<file path="src/rtl/inv_mix_columns_seq.sv">
// Sequential AES InvMixColumns: latches a 128-bit state, transforms COLS_PER_CYCLE
// columns per clock and presents the result over a valid/ready handshake.
module inv_mix_columns_seq #(
    parameter int COLS_PER_CYCLE = 1
) (
    input  logic         clk,
    input  logic         rst_n,
    input  logic         in_valid,
    output logic         in_ready,
    input  logic [127:0] in_data,
    output logic         out_valid,
    input  logic         out_ready,
    output logic [127:0] out_data
);

    if (!(COLS_PER_CYCLE == 1 || COLS_PER_CYCLE == 2 || COLS_PER_CYCLE == 4)) begin : g_bad_cfg
        $fatal(1, "inv_mix_columns_seq: COLS_PER_CYCLE must be 1, 2 or 4");
    end

    typedef enum logic [1:0] {
        S_IDLE = 2'd0,
        S_BUSY = 2'd1,
        S_DONE = 2'd2
    } state_e;

    // Step wraps to 0 for four columns per cycle; the 2-bit counter then never moves.
    localparam logic [1:0] COL_STEP   = 2'(COLS_PER_CYCLE);
    localparam logic [1:0] LAST_START = 2'(4 - COLS_PER_CYCLE);

    state_e       state_q, state_d;
    logic [1:0]   col_cnt_q, col_cnt_d;
    logic [127:0] data_q, data_d;
    logic [127:0] out_q, out_d;
    logic [1:0]   col_sel_s;
    logic         in_fire_s;

    function automatic logic [7:0] xtime(input logic [7:0] b);
        xtime = {b[6:0], 1'b0} ^ (b[7] ? 8'h1b : 8'h00);
    endfunction

    function automatic logic [31:0] inv_mix_col(input logic [31:0] col);
        logic [7:0] a [4];
        logic [7:0] x2 [4];
        logic [7:0] x4 [4];
        logic [7:0] x8 [4];
        logic [7:0] m9 [4];
        logic [7:0] mb [4];
        logic [7:0] md [4];
        logic [7:0] me [4];
        for (int i = 0; i < 4; i++) begin
            a[i]  = col[31-8*i -: 8];
            x2[i] = xtime(a[i]);
            x4[i] = xtime(x2[i]);
            x8[i] = xtime(x4[i]);
            m9[i] = x8[i] ^ a[i];
            mb[i] = x8[i] ^ x2[i] ^ a[i];
            md[i] = x8[i] ^ x4[i] ^ a[i];
            me[i] = x8[i] ^ x4[i] ^ x2[i];
        end
        inv_mix_col = {me[0] ^ mb[1] ^ md[2] ^ m9[3],
                       m9[0] ^ me[1] ^ mb[2] ^ md[3],
                       md[0] ^ m9[1] ^ me[2] ^ mb[3],
                       mb[0] ^ md[1] ^ m9[2] ^ me[3]};
    endfunction

    assign in_ready  = (state_q == S_IDLE) | ((state_q == S_DONE) & out_ready);
    assign in_fire_s = in_ready & in_valid;
    assign out_valid = (state_q == S_DONE);
    assign out_data  = out_q;

    // Next-state, column sequencing and output column writes.
    always_comb begin
        state_d   = state_q;
        col_cnt_d = col_cnt_q;
        data_d    = data_q;
        out_d     = out_q;
        col_sel_s = 2'd0;
        case (state_q)
            S_IDLE: begin
                if (in_fire_s) begin
                    data_d    = in_data;
                    col_cnt_d = 2'd0;
                    state_d   = S_BUSY;
                end else begin
                    state_d = S_IDLE;
                end
            end
            S_BUSY: begin
                for (int k = 0; k < COLS_PER_CYCLE; k++) begin
                    col_sel_s = col_cnt_q + k[1:0];
                    out_d[32*(3-int'(col_sel_s)) +: 32] =
                        inv_mix_col(data_q[32*(3-int'(col_sel_s)) +: 32]);
                end
                if (col_cnt_q == LAST_START) begin
                    col_cnt_d = 2'd0;
                    state_d   = S_DONE;
                end else begin
                    col_cnt_d = col_cnt_q + COL_STEP;
                    state_d   = S_BUSY;
                end
            end
            S_DONE: begin
                if (out_ready) begin
                    if (in_valid) begin
                        data_d    = in_data;
                        col_cnt_d = 2'd0;
                        state_d   = S_BUSY;
                    end else begin
                        state_d = S_IDLE;
                    end
                end else begin
                    state_d = S_DONE;
                end
            end
            default: begin
                state_d   = S_IDLE;
                col_cnt_d = 2'd0;
            end
        endcase
    end

    // State, counter, latched input and result registers.
    always_ff @(posedge clk or negedge rst_n) begin
        if (!rst_n) begin
            state_q   <= S_IDLE;
            col_cnt_q <= 2'd0;
            data_q    <= 128'd0;
            out_q     <= 128'd0;
        end else begin
            state_q   <= state_d;
            col_cnt_q <= col_cnt_d;
            data_q    <= data_d;
            out_q     <= out_d;
        end
    end

endmodule
</file>
<file path="config.mk">
export PLATFORM = sky130hd
export DESIGN_NAME = inv_mix_columns_seq
export DESIGN_NICKNAME = d
export VERILOG_FILES = /design/src/rtl/inv_mix_columns_seq.sv
export SDC_FILE = /design/constraint.sdc
export NUM_CORES = 1
export LEC_CHECK = 0
export CAP_MARGIN = 20
export CELL_PAD_IN_SITES_DETAIL_PLACEMENT = 1
export CELL_PAD_IN_SITES_GLOBAL_PLACEMENT = 2
export CORE_ASPECT_RATIO = 2
export CORE_MARGIN = 3
export CORE_UTILIZATION = 26
export DETAILED_ROUTE_END_ITERATION = 10
export PLACE_DENSITY_LB_ADDON = 0.08
export SKIP_LAST_GASP = 1
export SYNTH_ARGS = -nofsm -noshare
export SYNTH_HDL_FRONTEND = slang
export SYNTH_SLANG_ARGS = --single-unit
export TNS_END_PERCENT = 10
</file>
<file path="constraint.sdc">
create_clock -name clk -period 5.85 [get_ports clk]
set_input_delay 1.755 -clock clk [delete_from_list [all_inputs] [get_ports clk]]
set_output_delay 1.755 -clock clk [all_outputs]
set_load 0.005 [all_outputs]
</file>
Word-level counts from Yosys, hierarchy flattened:

Index checks and enable logic that the tools add are counted.
Widths: inputs -> output; s select.

* output and inout port bits: 130
* register bits: 260

* bitwise gates (word level): 51
* shift-type cells: 3
* reduce and logical (&&, ||, !) cells: 4
* eq/ne operators: 6
* multiplexer cells: 27
* add/sub/neg operators: 3

Operators by type and width (count)
* $mux 128: 3
* $xor 8x8->8: 36
* $pmux 128 s2: 1
* $bwmux 128: 1
* $shift 32x33->128 const A: 1
* $shiftx 128x8->32: 1
* $shiftx 32x33->128: 1
* $xor 8x5->8: 12
* $mux 5: 12
* $neg 8->33: 1
* $mux 2: 6
* $pmux 2 s3: 2
* $eq 2x2->1 const B: 2
* $ne 2x2->1 const B: 2
* $reduce_and 4->1: 1
* $reduce_and 3->1: 1
* $sub 2x2->3 const A: 1
* $add 2x1->2 const B: 1
* $and 1x1->1: 2
* $eq 2x1->1 const B: 1
* $logic_not 2->1: 1
* $mux 1: 2
* $ne 2x1->1 const B: 1
* $reduce_bool 2->1: 1
* $or 1x1->1: 1

Depth between registers and ports, before layout:

Gate-level depths: netlist of the first run.

* word-level depth: 15
* depth in mapped cells: 10

Worst setup path after synthesis of the first run:

Ideal clock, no wire load.

* kind: input port to output port
* from: input port out_ready
* to: output port in_ready
* setup slack: 2.060 ns
* stages on the path: 2
* required time: 4.095 ns
* arrival time: 2.035 ns
* cells stage by stage: nand2b_1 -> nor2b_1

* cells in the longest elaborated chain, start to end: 2

Ends and longest elaborated chain
* start: declaration: RTL line 12 `input logic out_ready,`
* $and 1x1->1: RTL line 66 `assign in_ready = (state_q == S_IDLE) | ((state_q == S_DONE) & out_ready);`
* $or 1x1->1: RTL line 66
* end: declaration: RTL line 9 `output logic in_ready,`

No other way between the ends.

Worst setup path in the final report of the first run:

Ends and elaborated chain as after synthesis.

==> run metrics, run 1 <==
largest family of logic cells by synthesized area multiplexers; Fmax 209 MHz; total number of vias 8102; CP cell instances clkdlybuf4s50_1 -> nand2b_1 -> nor2b_1 -> clkdlybuf4s50_1; EDFF count, synth 0; commonest non-fill, non-tap cell in the layout clkdlybuf4s50_1; Final Hold Fails 0; Largest stage delay, worst path 520 ps; die area 50700 um2; Global Route Usage Sum 16.0%; CTS tree yes; DRC Markers 0; Synth Area in Adders 0.503%; initial antenna violation count 0; cts hold-fix bufs 0; die height 315 um; Clock Sink Count 260; first-pass GRT wire length 61.4 mm; met1 usage 17.1%; final setup fails 0; Yosys top cell area share 52.3%; minimum clock period 4780 ps; H-tree depth 1; Final Max Tran Viols 0; Max Cap Viol 0; placed cell count 1783; Post-CTS Resized 0; Final period util 81.8%; Slew HR 36.8%; wire per inst 22.4 um; Synth-to-Final Area Change 33.8%; top cells by area, synth dfrtp_1 (52%), mux2_2 (12%), xnor2_1 (7.2%); Clock Skew 10.5 ps; vias per cell 4.42; mapped cell area 12400 um2; Synth Area in XOR/XNOR 17.0%; post-CTS setup buffer count 0; maximum clock insertion buffer count 3; Synth Area in Compound Gates 5.67%; #FFs+latches synth 260; Worst setup EP type output pin; Crit-path slowest cell clkdlybuf4s50_1; PortBufs 261; met3 Track Usage GR 3.17%; Most Used Layer, Global Route met2; critical path class in2out; HP Class reg2reg; Inserted Diodes 0; Detailed Routing Iterations Pass 1 4; RSZ-0062 raised after global routing false; Yosys warning count 0; Least-Margin Pin Slew 948 ps; Non-Filler Instances 1831; syn nets 1074; status completed; Initial Utilization 26.5%; share of cells above drive strength 1 19.8%; area leader, netlist dfrtp_1; Final nets 1322; site row count 112; prevailing post-synth register cell dfrtp_1; detailed router's first-iteration violation count 255; CP Max Fanout 3; vias in the first global route 9058; Critical Path Source Type input port; GP Congestion 0.740; CTS buffer count 27; Worst-path clk slew 60 ps; sequential-to-total area share from yosys stat 52.3%; share of synthesized registers carrying an async set or reset 100%; core area 46900 um2; final wirelength 41.0 mm; simple-gate area share of the yosys netlist 4.51%; io pins 262; Die Wd 161 um; HPWL Detailed 31.2 mm; Critical Path Most Common Cell clkdlybuf4s50_1; mux cell area share after synthesis 17.6%; Root Buffer clkbuf_16; Synth Instances 937; setup TNS 0 ps; worst path arrival time 3030 ps; synth unique cells 35; ANT nets after route 0; GR Overflow Total 0; Clock Latency Late Sink 550 ps; commonest cells after routing, fill and taps aside clkdlybuf4s50_1 (260), dfrtp_1 (258), mux2_2 (128), nand2_1 (125), o21ai_0 (106); synthesized area per cell 13.3 um2; critical path data required time 4090 ps; met2 usage 32.1%; largest net degree at the start of global routing 113
## routing by layer
layer / vias up / share of wire (%)
li1: 3714 / -
met1: 4129 / 37
met2: 223 / 56
met3: 36 / 5.3
met4: 0 / 1.7
met5: - / 0
## area by class of cell
| cell class | count | area [um2] |
|---|---|---|
| sequential | 260 | 6510 |
| clock buffer | 42 | 842 |
| tap | 627 | 785 |
| clock inverter | 6 | 63.8 |
| inverter | 3 | 11.3 |
| timing repair buffer | 277 | 2790 |
| multi-input combinational | 616 | 5650 |
| fill | 4979 | 30300 |
## flip-flops by register name (all words and copies together) (netlist names)
signal	count
data_q	128
col_cnt_q	2
state_q	2
out_data	128
## synthesized netlist by cell type, types with 7 or more instances
cell,instances
nand2_1,128
o21ai_1,15
mux4_1,7
xnor3_2,8
xor2_1,31
a22o_1,10
clkbuf_1,39
mux2_2,128
buf_2,11
o21ai_0,106
xnor3_1,19
dfrtp_1,260
mux4_2,25
xnor2_1,102
## critical path, delay by kind of cell
| kind | cells | cell delay, ps |
|---|---|---|
| buffers and inverters | 2 | 970 |
| and+or+nand+nor | 2 | 300 |
## cells by family after synthesis
group	Yosys count
xor gates and xnor gates	176
adders and majority gates	5
AOI/OAI and AO/OA	133
and+or+nand+nor	142
muxes	160
buffers and inverters	61
DFF	260
## final timing paths
path,startpoint,to,slack [ps],depth (start not counted)
setup / recovery,out_ready,in_ready,1070,4
hold / removal,out_data[81]$_DFFE_PN0P_,out_data[81]$_DFFE_PN0P_,480,2
setup reg to reg,col_cnt_q[0]$_DFFE_PN0P_,out_data[45]$_DFFE_PN0P_,1760,7
hold reg to reg,out_data[81]$_DFFE_PN0P_,out_data[81]$_DFFE_PN0P_,480,2
max in group asynchronous,rst_n,out_data[124]$_DFFE_PN0P_,3610,2
min in group asynchronous,rst_n,data_q[69]$_DFFE_PN0P_,1280,1
## per-stage QoR
stage / utilization, % / hold WS, ps / setup slack [ps] / instance area, um2
after floorplan: - / 472 / 2060 / 12400
after global placement: 33.5 / 463 / 1050 / 15700
after detailed placement: 33.5 / 470 / 1050 / 15700
after CTS: 35.5 / 484 / 1040 / 16600
after global routing: 35.5 / 506 / 975 / 16600
final: 35.5 / 477 / 1070 / 16600
Power of run 1 is not shown: default switching activity piles up to over one toggle a cycle in this logic, so the estimate is an artifact.
==> run 2, diff against run 1 <==
==> constraint.sdc (replaced) <==
create_clock -name clk -period 4.4 [get_ports clk]
set_input_delay 1.32 -clock clk [delete_from_list [all_inputs] [get_ports clk]]
set_output_delay 1.32 -clock clk [all_outputs]
set_load 0.005 [all_outputs]
==> run metrics, run 2 (synthesis gave the netlist of run 1 again) <==
commonest cells after routing, fill and taps aside clkdlybuf4s50_1 (260), dfrtp_1 (258), nand2_1 (128), mux2_2 (128), o21ai_0 (106); Final nets 1348 (+2.0%); maximum clock insertion buffer count 3 (unchanged); Most Used Layer, Global Route met2; RSZ-0062 raised after global routing false; # fillers 4983 (+0.080%); Final Hold Fails 0 (unchanged); worst path arrival time 2620 ps (-410 ps); Clock Skew 10.1 ps (-0.376 ps); status completed; HP Class reg2reg; CP cell instances clkdlybuf4s50_1 -> nand2b_1 -> nor2b_1 -> clkdlybuf4s50_1; area of the multi-input gates 5640 um2 (-0.13%); met2 usage 32.0% (-0.048 points); Inserted Diodes 0 (unchanged); initial antenna violation count 0 (unchanged); Critical Path Source Type input port; Max Cap Viol 0 (unchanged); Least-Margin Pin Slew 828 ps (-121 ps); share of cells above drive strength 1 21.3% (+1.5 points); Final Max Tran Viols 0 (unchanged); critical path class in2out; ANT nets after route 0 (unchanged); DRC Markers 0 (unchanged); Worst-path clk slew 60 ps (about the same); CTS tree yes; CTS buffer count 27 (unchanged); Largest stage delay, worst path 530 ps (about the same); Global Route Usage Sum 16.4% (+0.38 points); final wirelength 41.8 mm (+1.9%); Critical Path Most Common Cell clkdlybuf4s50_1; core area 46900 um2 (unchanged); final setup fails 0 (unchanged); Initial Utilization 26.5% (unchanged); Crit-path slowest cell clkdlybuf4s50_1; CP Max Fanout 3 (unchanged); largest net degree at the start of global routing 95 (-16%); commonest non-fill, non-tap cell in the layout clkdlybuf4s50_1; Synth-to-Final Area Change 36.4%; PortBufs 261 (unchanged); Die Wd 161 um (unchanged); Detailed Routing Iterations Pass 1 4 (unchanged); detailed router's first-iteration violation count 242 (-5.1%); vias per cell 4.43 (about the same); die height 315 um (unchanged); critical path data required time 3080 ps (-1010 ps); post-CTS setup buffer count 0 (unchanged); Root Buffer clkbuf_16; H-tree depth 1 (unchanged); io pins 262 (unchanged); wire per inst 22.5 um (+0.40%); GP Congestion 0.773 (+4.6%); met3 Track Usage GR 2.92% (-0.25 points); total number of vias 8229 (+1.6%); met1 usage 18.2% (+1.1 points); Register Area 6510 um2 (unchanged); die area 50700 um2 (unchanged); Worst setup EP type output pin; Slew HR 44.8% (+8.0 points); Fmax 254 MHz; Post-CTS Resized 0 (unchanged); minimum clock period 3940 ps; Clock Sink Count 260 (unchanged); setup TNS 0 ps (unchanged); Clock Latency Late Sink 560 ps (about the same); Final period util 89.5%; HPWL Detailed 32.3 mm (+3.4%); GR Overflow Total 0 (unchanged); first-pass GRT wire length 62.8 mm (+2.2%); vias in the first global route 9302 (+2.7%); site row count 112 (unchanged); cts hold-fix bufs 0 (unchanged)
## run 2: path summary, 6_finish.rpt
path | start | end | slack, ps | depth (start not counted)
max reg2reg | col_cnt_q[0]$_DFFE_PN0P_ | out_data[19]$_DFFE_PN0P_ | 690 | 8
max | out_ready | in_ready | 460 | 4
min | out_data[74]$_DFFE_PN0P_ | out_data[74]$_DFFE_PN0P_ | 480 | 2
max in group asynchronous | rst_n | out_data[114]$_DFFE_PN0P_ | 2670 | 2
min in group asynchronous | rst_n | data_q[69]$_DFFE_PN0P_ | 810 | 1
min reg2reg | out_data[74]$_DFFE_PN0P_ | out_data[74]$_DFFE_PN0P_ | 480 | 2
## run 2: routing by layer
metal	vias to the layer above	wire, um
met5	-	0
met4	0	877
met3	42	2110
met2	221	23200
met1	4191	15600
li1	3775	-
## run 2: critical path, delay by kind of cell
kind / cells / cell delay [ps]
buf+inv: 2 / 970
simple gates: 2 / 320
## run 2: through the flow
step / instance area [um2] / utilization [%] / hold WS (ps) / setup WS, ps / cells
finish: 17000 / 36.1 / 478 / 464 / 1859
global route: 17000 / 36.1 / 513 / 373 / 1859
CTS: 17000 / 36.1 / 487 / 442 / 1859
detailed placement: 16000 / 34.1 / 472 / 448 / 1809
global placement: 16000 / 34.1 / 465 / 448 / 1809
floorplan: 12400 / - / 472 / 1440 / 937
## run 2: final cells by class
cell class / instances / share of cell area [%]
flip-flops and latches: 260 / 38.4
multi-input cells: 616 / 33.2
repair buffers: 303 / 18.1
clock buffers: 42 / 4.90
well taps: 627 / 4.62
clock inverters: 8 / 0.723
inverters: 3 / 0.0664
Power of run 2 is left out for the same reason.
